`config.mk`:
```
export PLATFORM = sky130hd
export DESIGN_NAME = l15_l2_req_arbiter
export DESIGN_NICKNAME = d
export VERILOG_FILES = /design/src/rtl/l15_l2_req_arbiter_pkg.sv /design/src/rtl/l15_l2_req_arbiter_rr_pick.sv /design/src/rtl/l15_l2_req_arbiter.sv
export SDC_FILE = /design/constraint.sdc
export NUM_CORES = 1
export LEC_CHECK = 0
export ABC_AREA = 0
export BUFFER_PORTS_ARGS = -buffer_cell sky130_fd_sc_hd__buf_4
export CORE_AREA = 3 3 118 120
export CTS_BUF_LIST = sky130_fd_sc_hd__clkbuf_8
export DETAILED_ROUTE_END_ITERATION = 10
export DIE_AREA = 0 0 121 123
export GPL_TIMING_DRIVEN = 0
export HOLD_SLACK_MARGIN = 0.15
export SLEW_MARGIN = 25
export SYNTH_ARGS = -nofsm -noshare
export SYNTH_HDL_FRONTEND = slang
export SYNTH_SLANG_ARGS = --single-unit
export TNS_END_PERCENT = 1
```
`constraint.sdc`:
```
create_clock -name clk_i -period 2 [get_ports clk_i]
set_input_delay 0.3 -clock clk_i [delete_from_list [all_inputs] [get_ports clk_i]]
set_output_delay 0.3 -clock clk_i [all_outputs]
set_load 0.02 [all_outputs]
```
`src/rtl/l15_l2_req_arbiter_pkg.sv`:
```
// Shared widths, message encodings and FSM state encoding for the L1.5->L2 request arbiter.
package l15_l2_req_arbiter_pkg;

  localparam int unsigned MsgWidth  = 8;
  localparam int unsigned DataWidth = 32;
  localparam int unsigned TagWidth  = 8;

  localparam logic [MsgWidth-1:0] MsgTypeEmpty = '0;

  localparam logic ST_EMPTY = 1'b0;
  localparam logic ST_FULL  = 1'b1;

  typedef enum logic {
    StEmpty = ST_EMPTY,
    StFull  = ST_FULL
  } arb_state_e;

endpackage

```
`src/rtl/l15_l2_req_arbiter_rr_pick.sv`:
```
// Round-robin picker: first valid requester at or after the pointer, as one-hot and index.
module l15_l2_req_arbiter_rr_pick #(
  parameter int unsigned NumCores = 4,
  parameter int unsigned SrcBits  = 2
) (
  input  logic [SrcBits-1:0]  ptr_i,
  input  logic [NumCores-1:0] valid_i,
  output logic [NumCores-1:0] gnt_o,
  output logic [SrcBits-1:0]  idx_o,
  output logic                any_o
);

  logic [SrcBits-1:0] cand;

  always_comb begin
    cand  = '0;
    idx_o = '0;
    gnt_o = '0;
    any_o = |valid_i;
    // Scan farthest-first so the closest candidate to the pointer is assigned last and wins.
    for (int k = NumCores - 1; k >= 0; k--) begin
      cand = ptr_i + SrcBits'(k);
      if (valid_i[cand]) begin
        idx_o = cand;
      end
    end
    if (any_o) begin
      gnt_o[idx_o] = 1'b1;
    end
  end

endmodule

```
`src/rtl/l15_l2_req_arbiter.sv`:
```
// Shares one L1.5->L2 message channel: memory source has absolute priority, cores are
// served round-robin, and each grant sits in a one-entry output register until accepted.
module l15_l2_req_arbiter
  import l15_l2_req_arbiter_pkg::*;
#(
  parameter int unsigned NumCores = 4,
  parameter int unsigned SrcBits  = 2,
  parameter int unsigned MsgW     = MsgWidth,
  parameter int unsigned DataW    = DataWidth,
  parameter int unsigned TagW     = TagWidth
) (
  input  logic                      clk_i,
  input  logic                      rst_i,
  input  logic [NumCores-1:0]       core_valid_i,
  input  logic [NumCores*MsgW-1:0]  core_type_i,
  input  logic [NumCores*DataW-1:0] core_data_i,
  input  logic [NumCores*TagW-1:0]  core_tag_i,
  output logic [NumCores-1:0]       core_ready_o,
  input  logic                      mem_valid_i,
  input  logic [MsgW-1:0]           mem_type_i,
  input  logic [DataW-1:0]          mem_data_i,
  input  logic [TagW-1:0]           mem_tag_i,
  output logic                      mem_ready_o,
  output logic                      out_valid_o,
  output logic [MsgW-1:0]           out_type_o,
  output logic [DataW-1:0]          out_data_o,
  output logic [TagW-1:0]           out_tag_o,
  output logic [SrcBits-1:0]        out_source_o,
  output logic                      out_is_mem_o,
  input  logic                      out_ready_i
);

  arb_state_e          state_q, state_d;
  logic [SrcBits-1:0]  ptr_q, ptr_d;
  logic [MsgW-1:0]     type_q, type_d;
  logic [DataW-1:0]    data_q, data_d;
  logic [TagW-1:0]     tag_q, tag_d;
  logic [SrcBits-1:0]  src_q, src_d;
  logic                is_mem_q, is_mem_d;

  logic [NumCores-1:0] pick_gnt;
  logic [SrcBits-1:0]  pick_idx;
  logic                pick_any;
  logic                load_en;
  int unsigned         sel;

  l15_l2_req_arbiter_rr_pick #(
    .NumCores (NumCores),
    .SrcBits  (SrcBits)
  ) u_rr_pick (
    .ptr_i   (ptr_q),
    .valid_i (core_valid_i),
    .gnt_o   (pick_gnt),
    .idx_o   (pick_idx),
    .any_o   (pick_any)
  );

  always_comb begin
    state_d      = state_q;
    ptr_d        = ptr_q;
    type_d       = type_q;
    data_d       = data_q;
    tag_d        = tag_q;
    src_d        = src_q;
    is_mem_d     = is_mem_q;
    core_ready_o = '0;
    mem_ready_o  = 1'b0;
    sel          = 32'(pick_idx);
    load_en      = (state_q == StEmpty) || out_ready_i;

    // Readies are suppressed in the reset cycle so no request is consumed and then dropped.
    if (!rst_i && load_en) begin
      if (mem_valid_i) begin
        mem_ready_o = 1'b1;
        state_d     = StFull;
        type_d      = mem_type_i;
        data_d      = mem_data_i;
        tag_d       = mem_tag_i;
        src_d       = '0;
        is_mem_d    = 1'b1;
      end else if (pick_any) begin
        core_ready_o = pick_gnt;
        state_d      = StFull;
        type_d       = core_type_i[sel*MsgW +: MsgW];
        data_d       = core_data_i[sel*DataW +: DataW];
        tag_d        = core_tag_i[sel*TagW +: TagW];
        src_d        = pick_idx;
        is_mem_d     = 1'b0;
        ptr_d        = pick_idx + SrcBits'(1);
      end else if (state_q == StFull) begin
        state_d = StEmpty;
        type_d  = MsgTypeEmpty;
      end
    end
  end

  always_ff @(posedge clk_i) begin
    if (rst_i) begin
      state_q  <= StEmpty;
      ptr_q    <= '0;
      type_q   <= MsgTypeEmpty;
      data_q   <= '0;
      tag_q    <= '0;
      src_q    <= '0;
      is_mem_q <= 1'b0;
    end else begin
      state_q  <= state_d;
      ptr_q    <= ptr_d;
      type_q   <= type_d;
      data_q   <= data_d;
      tag_q    <= tag_d;
      src_q    <= src_d;
      is_mem_q <= is_mem_d;
    end
  end

  assign out_valid_o  = (state_q == StFull);
  assign out_type_o   = type_q;
  assign out_data_o   = data_q;
  assign out_tag_o    = tag_q;
  assign out_source_o = src_q;
  assign out_is_mem_o = is_mem_q;

endmodule
```
## Word-level counts from Yosys, hierarchy flattened

Cells that the tools add are included.

- $add $sub $neg: 4
- Magnitude comparators: 6
- Shift operators: 3
- Multiplexer cells: 32
- Bitwise logic cells: 2
- Reduce and logical (&&, ||, !) cells: 10

Operators by type and width:

| kind | count |
|---|---|
| 128-bit by 8-bit variable part select with 32-bit output | 1 |
| 32-bit two-way mux | 2 |
| 32-bit by 6-bit variable part select with 8-bit output | 2 |
| 8-bit two-way mux | 5 |
| 2-bit by 3-bit < comparator with 1-bit output, second input constant | 5 |
| 2-bit two-way mux | 6 |
| 4-bit two-way mux | 3 |
| 1-bit two-way mux | 11 |
| 1-bit binary-select mux with 2-bit select | 4 |
| 2-bit by 1-bit adder with 2-bit output, second input constant | 2 |
| 2-bit adder, second input constant | 2 |
| 2-bit AND reduction | 2 |
| 4-bit OR reduction | 1 |
| 3-bit AND reduction | 1 |
| 3-bit nonzero test | 1 |
| 1-bit demux with 2-bit select | 1 |
| 2-bit by 1-bit greater-or-equal comparator with 1-bit output, second input constant | 1 |
| 1-bit logical AND | 2 |
| 1-bit inverter | 2 |
| 2-bit nonzero test | 1 |
| 1-bit zero test | 1 |
| 1-bit logical OR | 1 |

- Flip-flop bits (word level): 54
- Output and inout port bits: 57
- Word-level logic and storage cells: 64

## Longest topological paths before layout

Gate-level depths: netlist (run 1).

- Depth after elaboration: 14
- Gate-level depth with buffers: 9
- Mapped depth without buffers: 6

## By module

From an unflattened synthesis (run 1), not the netlist that was laid out.

- Cell total of the unflattened synthesis: 427
- Area, all modules: 4242.8 um2

Modules (own cells, without submodules):

| module | instances | cells each | area an instance (um2) | sequential area each (um2) |
|---|---|---|---|---|
| l15_l2_req_arbiter | 1 | 394 | 4031.4 | 1081.0 |
| l15_l2_req_arbiter_rr_pick | 1 | 33 | 211.5 | 0.0 |

## Worst setup path after synthesis (run 1)

Ideal clock, no wire load.

- Path type: in2out
- Start point: input port core_valid_i[2]
- End point: output port core_ready_o[0]
- Data arrival time: 1.791 ns
- Required time: 1.700 ns
- Setup slack: -0.091 ns
- Stages on the path: 7
- Buffers on the path: 3
- Cells stage by stage: nor2b_1 -> a221o_1 -> and2_1 -> buf_6 -> buf_8 -> buf_6 -> nor3_1

- Cells in the longest elaborated chain, start to end: 13
- Elaborated cells between the ends (all ways): 21

RTL lines:

| what | line | text |
|---|---|---|
| start, declared | l15_l2_req_arbiter.sv:14 | `input logic [NumCores-1:0] core_valid_i,` |
| 1-bit binary-select mux with 2-bit select | l15_l2_req_arbiter_rr_pick.sv:23 | `if (valid_i[cand]) begin` |
| 1-bit two-way mux (not written as such) | l15_l2_req_arbiter_rr_pick.sv:23 |  |
| 2-bit two-way mux (4 in series) | l15_l2_req_arbiter_rr_pick.sv:23 |  |
| 2-bit by 3-bit < comparator with 1-bit output (not written as such) / 2-bit by 1-bit greater-or-equal comparator with 1-bit output (equally long branches) | l15_l2_req_arbiter_rr_pick.sv:28 | `gnt_o[idx_o] = 1'b1;` |
| 1-bit logical AND (not written as such) | l15_l2_req_arbiter_rr_pick.sv:28 |  |
| 1-bit two-way mux (not written as such) | l15_l2_req_arbiter_rr_pick.sv:28 |  |
| 1-bit demux with 2-bit select | - |  |
| 4-bit two-way mux * | l15_l2_req_arbiter.sv:81 | `end else if (pick_any) begin` |
| 4-bit two-way mux * | l15_l2_req_arbiter.sv:73 | `if (mem_valid_i) begin` |
| 4-bit two-way mux * | l15_l2_req_arbiter.sv:72 | `if (!rst_i && load_en) begin` |
| end, declared | l15_l2_req_arbiter.sv:18 | `output logic [NumCores-1:0] core_ready_o,` |

Mark *: on every way between the ends. The rest lies on a longest branch, timed or not. The select of a mux whose other input is x is not followed.

## Worst setup path after layout (run 1)

- Start point: register ptr_q[1]
- End point: output port core_ready_o[1]

- Cells in the longest elaborated chain, start to end: 14
- Elaborated cells between the ends (all ways): 23

RTL lines:

| what | line | text |
|---|---|---|
| start, declared | l15_l2_req_arbiter.sv:34 | `logic [SrcBits-1:0] ptr_q, ptr_d;` |
| start signal, assigned | l15_l2_req_arbiter.sv:108 | `ptr_q <= ptr_d;` |
| 2-bit adder | l15_l2_req_arbiter_rr_pick.sv:22 | `cand = ptr_i + SrcBits'(k);` |
| 1-bit binary-select mux with 2-bit select | l15_l2_req_arbiter_rr_pick.sv:23 |  |
| 1-bit two-way mux (not written as such) | l15_l2_req_arbiter_rr_pick.sv:23 |  |
| 2-bit two-way mux (3 in series) | l15_l2_req_arbiter_rr_pick.sv:23 |  |
| 2-bit two-way mux * | l15_l2_req_arbiter_rr_pick.sv:23 |  |
| 2-bit by 3-bit < comparator with 1-bit output (not written as such) / 2-bit by 1-bit greater-or-equal comparator with 1-bit output (equally long branches) | l15_l2_req_arbiter_rr_pick.sv:28 |  |
| 1-bit logical AND (not written as such) | l15_l2_req_arbiter_rr_pick.sv:28 |  |
| 1-bit two-way mux (not written as such) | l15_l2_req_arbiter_rr_pick.sv:28 |  |
| 1-bit demux with 2-bit select * | - |  |
| 4-bit two-way mux * | l15_l2_req_arbiter.sv:81 |  |
| 4-bit two-way mux * | l15_l2_req_arbiter.sv:73 |  |
| 4-bit two-way mux * | l15_l2_req_arbiter.sv:72 |  |

Marks and branches as above.

==> flow_summary.ini, run 1 <==
[placed_design]
place_area_mm2 = 0.006525
dpl.hpwl_mm = 14.03
dp.cells = 907
port_buffers = 302
gp_congestion = 0.8488
place_ws_ns = -0.3414

[synth]
synth.area.top_cells = dfxtp_1, mux2i_1, a211oi_2
synthMuxAreaShare_pct = 26.28
synthSimpleGateAreaFrac_pct = 8.770
synth-async-reset-ratio_pct = 0
syn_area_per_cell_um2 = 9.412
ys_seq_elements = 54
yosysTopAreaCell = dfxtp_1
synth-adder-area-share_pct = 0
synth.top_cell.area_share_pct = 26.77
ys_seq_area_share_pct = 26.77
synth_xor_area_share_pct = 0.2169
syn-num-nets = 677
synth_compound_area_share_pct = 30.49
synth_cells = 429
synthDistinctLibCells = 38
synth_area_mm2 = 0.004038
synth_top_family_by_area = compound AO/OA/AOI/OAI gates
synth-edff-count = 0
ys_warn_count = 0
ys.flop_type = dfxtp_1

[outcome]
status = finished, violations left
violations = setup timing

[cts]
clockRootBuffer = clkbuf_8
clk_pin_slew_ns = 0.11
clock-sinks = 54
cts_buffers = 5
h-tree-depth = 2
insertion_delay_ns = 0.31
cts_buffer_depth = 2
tritoncts = built

[grt]
grt_usage_pct = 21.14
antenna_found_initial = 0
grt_pass1_vias = 4803
grt_pass1_wl_mm = 25.03
overflow = 0
grt_start_max_net_pins = 17

[finish]
syn_to_final_growth_pct = 69.63
stdcell_area_mm2 = 0.006849
final_layout_size_suffix_gt1_share_pct = 55.84
layout_common_cells = buf_4, mux2i_1, dfxtp_1, nor2_1, a21oi_1
fin_nets = 992
mostFrequentLayoutCell = buf_4
final_cells = 921
n_fill_cell = 1234
diodes = 0

[die]
die_w_um = 121
io_pins = 305
die-area_mm2 = 0.01488
rows = 42
core_region_area_mm2 = 0.01309
start_util_pct = 30.86
die_h_um = 123

[worst_setup_path]
critPathMaxFanout = 6
crit_end = core_ready_o[1]
crit_family = flip-flops
setup.worst_path.start = ptr_q[1]
timing.rr.start = ptr_q[1]
cp-start-kind = flop
worst_setup_path_end_kind = output pin
critPathKind = reg2out
slowest_stage = dfxtp_4
cp_cell_sequence = nand2_2 -> a221o_1 -> and2_4 -> buf_12 -> buf_12 -> nor3_4 -> buf_6
crit_required_ns = 1.70
critPathMaxStageDelay_ns = 0.41
path_depth = 7
worstPathBufferInverterCount = 3
cp_common_cell = buf_12
crit_arrival_ns = 1.80
rr_worst_depth = 9
worst_r2r_endpoint = out_data_o[11]
r2r_setup_slack_ns = 0

[route]
routed_via_density = 4.973
detail-route-antenna-nets = 0
drc = 0
routed_wl_mm = 17.03
drt-pass1-iter-count = 4
drt_iter0_markers = 131
vias = 4580
avgRoutedWirePerCell_um = 18.49

[pwr]
pwr-share-comb_pct = 47.5
p_per_area_mw_per_mm2 = 550.9
p_leak_uw = 0.003135
clock_power_share_pct = 19.8
p_sw_uw = 1264
switching_share_pct = 33.51
p_int_uw = 2509
ir_drop_mv = 0.4115
seqPwrFrac_pct = 32.7

[timing]
grt_setup_unrepaired = true
fin_hold_ws_ns = 0.2268
clock.fmax_mhz = 475.4
min_period_ns = 2.103
worstMarginPinSlew_ns = 0.7277
setup_viol = 4
slew_headroom_pct = 51.48
setup_ws_ns = -0.1034
slew_violations = 0
fin_skew_ns = 0.01458
final_hold_viol_count = 0
fin_crit_sh_pct = 105.2

[flow_run]
maxCapViolCount = 0

[worst_hold_path]
min-delay-path-class = in2reg
worst min path at each step:
stage               startpoint         endpoint  slack (ns)  depth (start not counted)
5_1_grt          mem_type_i[4]    out_type_o[4]        0.22                          3
3_3_place_gp   out_source_o[1]  out_source_o[1]        0.49                          2
3_5_place_dp      out_is_mem_o     out_is_mem_o        0.50                          2
4_1_cts          mem_type_i[4]    out_type_o[4]        0.22                          3
6_report         mem_type_i[4]    out_type_o[4]        0.23                          3
2_1_floorplan    mem_type_i[0]    out_type_o[0]        0.45                          2
routing by layer:
metal / GRT usage [%] / up-vias / share of wire, %
li1: - / 2252 / -
met5: 0 / - / 0
met2: 38.80 / 180 / 51
met1: 24.00 / 2134 / 38
met3: 7.045 / 14 / 9.4
met4: 4.037 / 0 / 1.4
final cells by class:
cell class	instances	area, um2	area share [%]
multi-input cells	329	2735	39.93
well taps	176	220.2	3.215
clock buffers	5	68.82	1.005
repair buffers	310	2351	34.33
clock inverters	3	41.29	0.6028
flip-flops and latches	54	1086	15.86
plain buffers	42	339.1	4.951
inverters	2	7.507	0.1096
per-stage QoR:
| step | power (uW) | TNS [ns] | utilization (%) |
|---|---|---|---|
| after global routing | 3990 | -2.098 | 52.34 |
| after global placement | 2947 | -9.132 | 49.87 |
| final | 3773 | -0.2455 | 52.34 |
| after detailed placement | 2974 | -13.21 | 49.87 |
| after CTS | 3797 | -0.6288 | 51.86 |
| after floorplan | 2224 | -0.1823 | - |
logic make-up (layout without fill, tap and decap cells):
family          Yosys count  after routing
simple gates             76             76
buf+inv                  46            362
xor+xnor                  1              1
mux                     105            105
compound gates          147            147
flops                    54             54
power by group through the flow:
| stage | combinational (uW) | clock (uW) | sequential (uW) |
|---|---|---|---|
| 6_report | 1790 | 749 | 1230 |
| 5_1_grt | 1920 | 821 | 1250 |
| 4_1_cts | 1790 | 777 | 1230 |
| 3_5_place_dp | 1720 | 0 | 1260 |
| 3_3_place_gp | 1700 | 0 | 1250 |
| 2_1_floorplan | 859 | 0 | 1360 |
repair_timing:
action                                  4_1_cts  5_1_grt
pin swaps                                     6       18
setup buffers                                 5        3
resized for setup                            38       22
endpoints found under the setup margin       44       53
gates cloned                                  0        0
hold buffers                                  0        0
synth_stat cells (all sizes together), types with 2 or more instances:
library cell,instances
o22a,40
clkbuf,21
o21ai,10
mux2,8
inv,2
buf,23
nor3b,8
nor2b,5
and2,2
mux2i,97
a31oi,8
dfxtp,54
a21oi,41
nor2,46
nand2,4
nor3,5
a22oi,2
a211oi,41
registers in the layout (all words and copies together), names as in the netlist:
register,flops
out_data_o,32
out_is_mem_o,1
out_source_o,2
out_tag_o,8
out_type_o,8
out_valid_o,1
ptr_q,2
tightest hold or removal path, stage by stage:
cell,delay [ns]
buf_4,0.08
a31oi_1,0.06
o21ai_1,0.06
Power figures use the tool's default switching activity.
==> run 2, diff against run 1 <==
--- a/config.mk
+++ b/config.mk
@@ -13,6 +13,7 @@
 export DIE_AREA = 0 0 121 123
 export GPL_TIMING_DRIVEN = 0
 export HOLD_SLACK_MARGIN = 0.15
+export RECOVER_POWER = 100
 export SLEW_MARGIN = 25
 export SYNTH_ARGS = -nofsm -noshare
 export SYNTH_HDL_FRONTEND = slang
==> flow_summary.ini, run 2 (synthesis results as in run 1) <==
[timing]
fin_hold_ws_ns = 0.2276
worstMarginPinSlew_ns = 0.7302
grt_setup_unrepaired = true
finalSetupTns_ns = -0.2370
setup_viol = 4
min_period_ns = 2.102
final_hold_viol_count = 0
slew_headroom_pct = 51.32
slew_violations = 0
clock.fmax_mhz = 475.8
fin_crit_sh_pct = 105.1
fin_skew_ns = 0.01417
setup_ws_ns = -0.1019

[worst_setup_path]
cp-start-kind = flop
rr_worst_depth = 9
cp_cell_sequence = nand2_2 -> a221o_1 -> and2_4 -> buf_12 -> buf_12 -> nor3_4 -> buf_6
timing.rr.start = ptr_q[1]
worst_setup_path_end_kind = output pin
critPathMaxFanout = 6
worst_r2r_endpoint = out_data_o[11]
slowest_stage = dfxtp_4
critPathMaxStageDelay_ns = 0.41
path_depth = 7
crit_family = flip-flops
crit_required_ns = 1.70
cp_common_cell = buf_12
crit_arrival_ns = 1.80
critPathKind = reg2out
worstPathBufferInverterCount = 3
r2r_setup_slack_ns = 0.01

[pwr]
ir_drop_mv = 0.4105
p_per_area_mw_per_mm2 = 554.9
p_leak_uw = 0.002924
total_power_uw = 3690

[finish]
syn_to_final_growth_pct = 64.70
diodes = 0
stdcell_area_mm2 = 0.006650
mostFrequentLayoutCell = buf_4
layout_common_cells = buf_4, mux2i_1, clkbuf_1, dfxtp_1, nor2_1
fin_nets = 992
final_layout_size_suffix_gt1_share_pct = 48.72
largest_reg_flops = 32

[grt]
grt_usage_pct = 21.14
grt_pass1_vias = 4803
antenna_found_initial = 0
grt_pass1_wl_mm = 25.03
overflow = 0
grt_start_max_net_pins = 17

[route]
dr.max_layer_used = met4
routed_wl_mm = 17.00
vias = 4593
avgRoutedWirePerCell_um = 18.45
drt-pass1-iter-count = 4
routed_via_density = 4.987
wl_met1_mm = 6.466
met3_length_mm = 1.622
dr_wl_met2_mm = 8.674
drt_iter0_markers = 138
drc = 0
detail-route-antenna-nets = 0

[cts]
clock-sinks = 54
clockRootBuffer = clkbuf_8
clk_pin_slew_ns = 0.11
cts_buffer_depth = 2
tritoncts = built
h-tree-depth = 2
insertion_delay_ns = 0.31
ctsHoldBuffers = 0
cts_buffers = 5

[die]
core_region_area_mm2 = 0.01309
die_w_um = 121
io_pins = 305
start_util_pct = 30.86
die_h_um = 123
die-area_mm2 = 0.01488
rows = 42

[placed_design]
place_ws_ns = -0.3414
place_area_mm2 = 0.006525
port_buffers = 302
dpl.hpwl_mm = 14.03
gp_congestion = 0.8488

[worst_hold_path]
worstHoldStart = mem_type_i[4]
min-delay-path-class = in2reg
min_path_cells = 3
hold_end = out_type_o[4]

[flow_run]
maxCapViolCount = 0

[outcome]
status = finished, violations left
violations = setup timing
==> run 2: cell types whose count changed in the layout (fill, tap and decap cells not counted), sizes merged <==
cell    change
buf        -54
clkbuf     +54
==> run 2: worst max-delay path by stage <==
stage | start | endpoint | slack (ns)
finish | ptr_q[1] | core_ready_o[1] | -0.10
global route | ptr_q[1] | core_ready_o[1] | -0.19
CTS | ptr_q[1] | core_ready_o[1] | -0.16
detailed placement | core_valid_i[0] | out_data_o[22] | -0.34
global placement | core_valid_i[3] | core_ready_o[0] | -0.27
floorplan | core_valid_i[2] | core_ready_o[0] | -0.09
==> run 2: timing repair <==
action                     in CTS  in global routing
setup buffers                   5                  3
setup endpoints to repair      44                 53
pin swaps                       6                 18
gates resized for setup        38                 22
==> run 2: per-layer routing <==
| layer | GRT usage (%) | vias to the layer above |
|---|---|---|
| met5 | 0 | - |
| met4 | 4.037 | 0 |
| met3 | 7.045 | 16 |
| met2 | 38.80 | 186 |
| met1 | 24.00 | 2137 |
| li1 | - | 2254 |
==> run 2: cell type report <==
type                       instances  area [um2]
buffer                            42       339.1
clock buffer                       5       68.82
clock inverter                     3       41.29
fill                            1290        6435
inverter                           2       7.507
multi-input combinational        329        2731
sequential                        54        1086
tap                              176       220.2
timing repair buffer             310        2156
==> run 2: stage by stage <==
stage | utilization, % | instances
global route | 50.82 | 921
detailed placement | 49.87 | 907
floorplan | - | 429
CTS | 51.86 | 919
global placement | 49.87 | 907
finish | 50.82 | 921
==> run 2: report_power, final <==
part	internal [uW]	switching (uW)
clock	370	377
combinational	886	826
sequential	1180	55.5
total	2430	1260
==> run 2: worst reg2reg max path, cell delays in order, from the launching register on <==
cell	delay, ns
dfxtp_4	0.41
nand2_2	0.05
a221o_1	0.32
and2_4	0.17
buf_12	0.13
buf_12	0.15
buf_12	0.16
mux2i_2	0.17
o22a_1	0.21
a211oi_2	0.16
==> run 3, diff against run 2 <==
==> constraint.sdc (replaced) <==
create_clock -name clk_i -period 2.1 [get_ports clk_i]
set_input_delay 0.315 -clock clk_i [delete_from_list [all_inputs] [get_ports clk_i]]
set_output_delay 0.315 -clock clk_i [all_outputs]
set_load 0.02 [all_outputs]
==> flow_summary.ini, run 3 (synthesis results as in run 1) <==
[timing]
setup_viol = 0
fin_skew_ns = 0.01417
min_period_ns = 2.098
final_hold_viol_count = 0
clock.fmax_mhz = 476.7
fin_crit_sh_pct = 99.90
setup_ws_ns = 0.002056
grt_setup_unrepaired = true
fin_hold_ws_ns = 0.2427
slew_headroom_pct = 51.45
finalSetupTns_ns = 0
slew_violations = 0
worstMarginPinSlew_ns = 0.7282

[placed_design]
dp.cells = 907
place_area_mm2 = 0.006525
gp_congestion = 0.8488
port_buffers = 302
dpl.hpwl_mm = 14.03
place_ws_ns = -0.2564

[cts]
cts_buffers = 5
tritoncts = built
insertion_delay_ns = 0.31
clk_pin_slew_ns = 0.11
h-tree-depth = 2
clock-sinks = 54
clockRootBuffer = clkbuf_8
cts_buffer_depth = 2

[route]
drt_iter0_markers = 168
drt-pass1-iter-count = 4
avgRoutedWirePerCell_um = 18.52
drc = 0
detail-route-antenna-nets = 0
routed_wl_mm = 17.05
vias = 4579
routed_via_density = 4.972

[worst_setup_path]
crit_family = simple AND/OR/NAND/NOR gates
critPathMaxFanout = 6
critPathKind = reg2out
crit_arrival_ns = 1.78
worst_setup_path_end_kind = output pin
rr_worst_depth = 9
cp-start-kind = flop
worst_r2r_endpoint = out_data_o[11]
timing.rr.start = ptr_q[1]
path_depth = 6
cp_cell_sequence = mux2i_2 -> o22ai_2 -> or2_4 -> buf_12 -> nor3_4 -> buf_6
slowest_stage = dfxtp_4
setup.worst_path.start = ptr_q[1]
r2r_setup_slack_ns = 0.05
crit_required_ns = 1.78
worstPathBufferInverterCount = 2
critPathMaxStageDelay_ns = 0.41
crit_end = core_ready_o[1]

[finish]
diodes = 0
seqCellArea_mm2 = 0.001086
final_layout_size_suffix_gt1_share_pct = 48.05
largest_reg_flops = 32
stdcell_area_mm2 = 0.006636
layout_common_cells = buf_4, mux2i_1, clkbuf_1, dfxtp_1, nor2_1
fin_nets = 992
n_fill_cell = 1292
mostFrequentLayoutCell = buf_4
final_cells = 921
syn_to_final_growth_pct = 64.36
multiInputGateArea_mm2 = 0.002735

[die]
die_w_um = 121
start_util_pct = 30.86
rows = 42
die-area_mm2 = 0.01488
core_region_area_mm2 = 0.01309
io_pins = 305
die_h_um = 123

[flow_run]
maxCapViolCount = 0

[grt]
antenna_found_initial = 0
overflow = 0
grt_pass1_vias = 4799
grt_start_max_net_pins = 17
grt_pass1_wl_mm = 24.97
grt_usage_pct = 21.08

[pwr]
ir_drop_mv = 0.3839
p_leak_uw = 0.002907
p_per_area_mw_per_mm2 = 529.5

[outcome]
status = complete, no violations

[worst_hold_path]
min-delay-path-class = in2reg
## run 3: cell counts in the layout (fill, tap and decap cells not counted)
No cell type changed its count.
## run 3: through the flow
stage,util (%),total power [uW]
after detailed placement,49.87,2833
after global placement,49.87,2807
after floorplan,-,2118
after global routing,50.72,3714
final,50.72,3514
after CTS,51.89,3616
## run 3: cell type report
cell class	instances	share of cell area [%]
clock inverters	3	0.6222
plain buffers	41	4.676
inverters	2	0.1131
flip-flops and latches	54	16.36
well taps	176	3.318
clock buffers	5	1.037
multi-input cells	329	41.21
repair buffers	311	32.65
## run 3: power by group
group          leakage [uW]  total [uW]  switching, uW  internal (uW)
registers          0.000448        1170           53.1           1120
clock network     0.0000556         717            365            352
logic               0.00240        1620            789            835
total               0.00291        3510           1210           2310
## run 3: worst reg2reg max path, cell delays in order (launching register included)
cell and delay (ns):
dfxtp_4 0.41, nand2_2 0.05, a221o_1 0.34, and2_4 0.18, buf_16 0.14, buf_6 0.14, buf_12 0.16, mux2i_2 0.18
o22a_1 0.22, a211oi_2 0.16
## run 3: routing by layer
| layer | wire length, um | track usage [%] |
|---|---|---|
| met1 | 6632 | 24.24 |
| met2 | 8587 | 38.35 |
| met3 | 1597 | 6.953 |
| met4 | 235 | 4.037 |
| met5 | 0 | 0 |
## run 3: what timing repair did
| action | 4_1_cts | 5_1_grt |
|---|---|---|
| resized for setup | 28 | 15 |
| pin swaps | 5 | 5 |
| hold buffers | 0 | 0 |
| setup buffers | 7 | 2 |
| setup endpoints to repair | 44 | 47 |
## run 3: worst min-delay path by stage
stage	cells past startpoint	from	to	slack, ns
global placement	2	out_source_o[1]	out_source_o[1]	0.49
CTS	3	mem_type_i[4]	out_type_o[4]	0.24
detailed placement	2	out_is_mem_o	out_is_mem_o	0.50
finish	3	mem_type_i[4]	out_type_o[4]	0.24
global route	3	mem_type_i[4]	out_type_o[4]	0.23
floorplan	2	mem_type_i[0]	out_type_o[0]	0.47
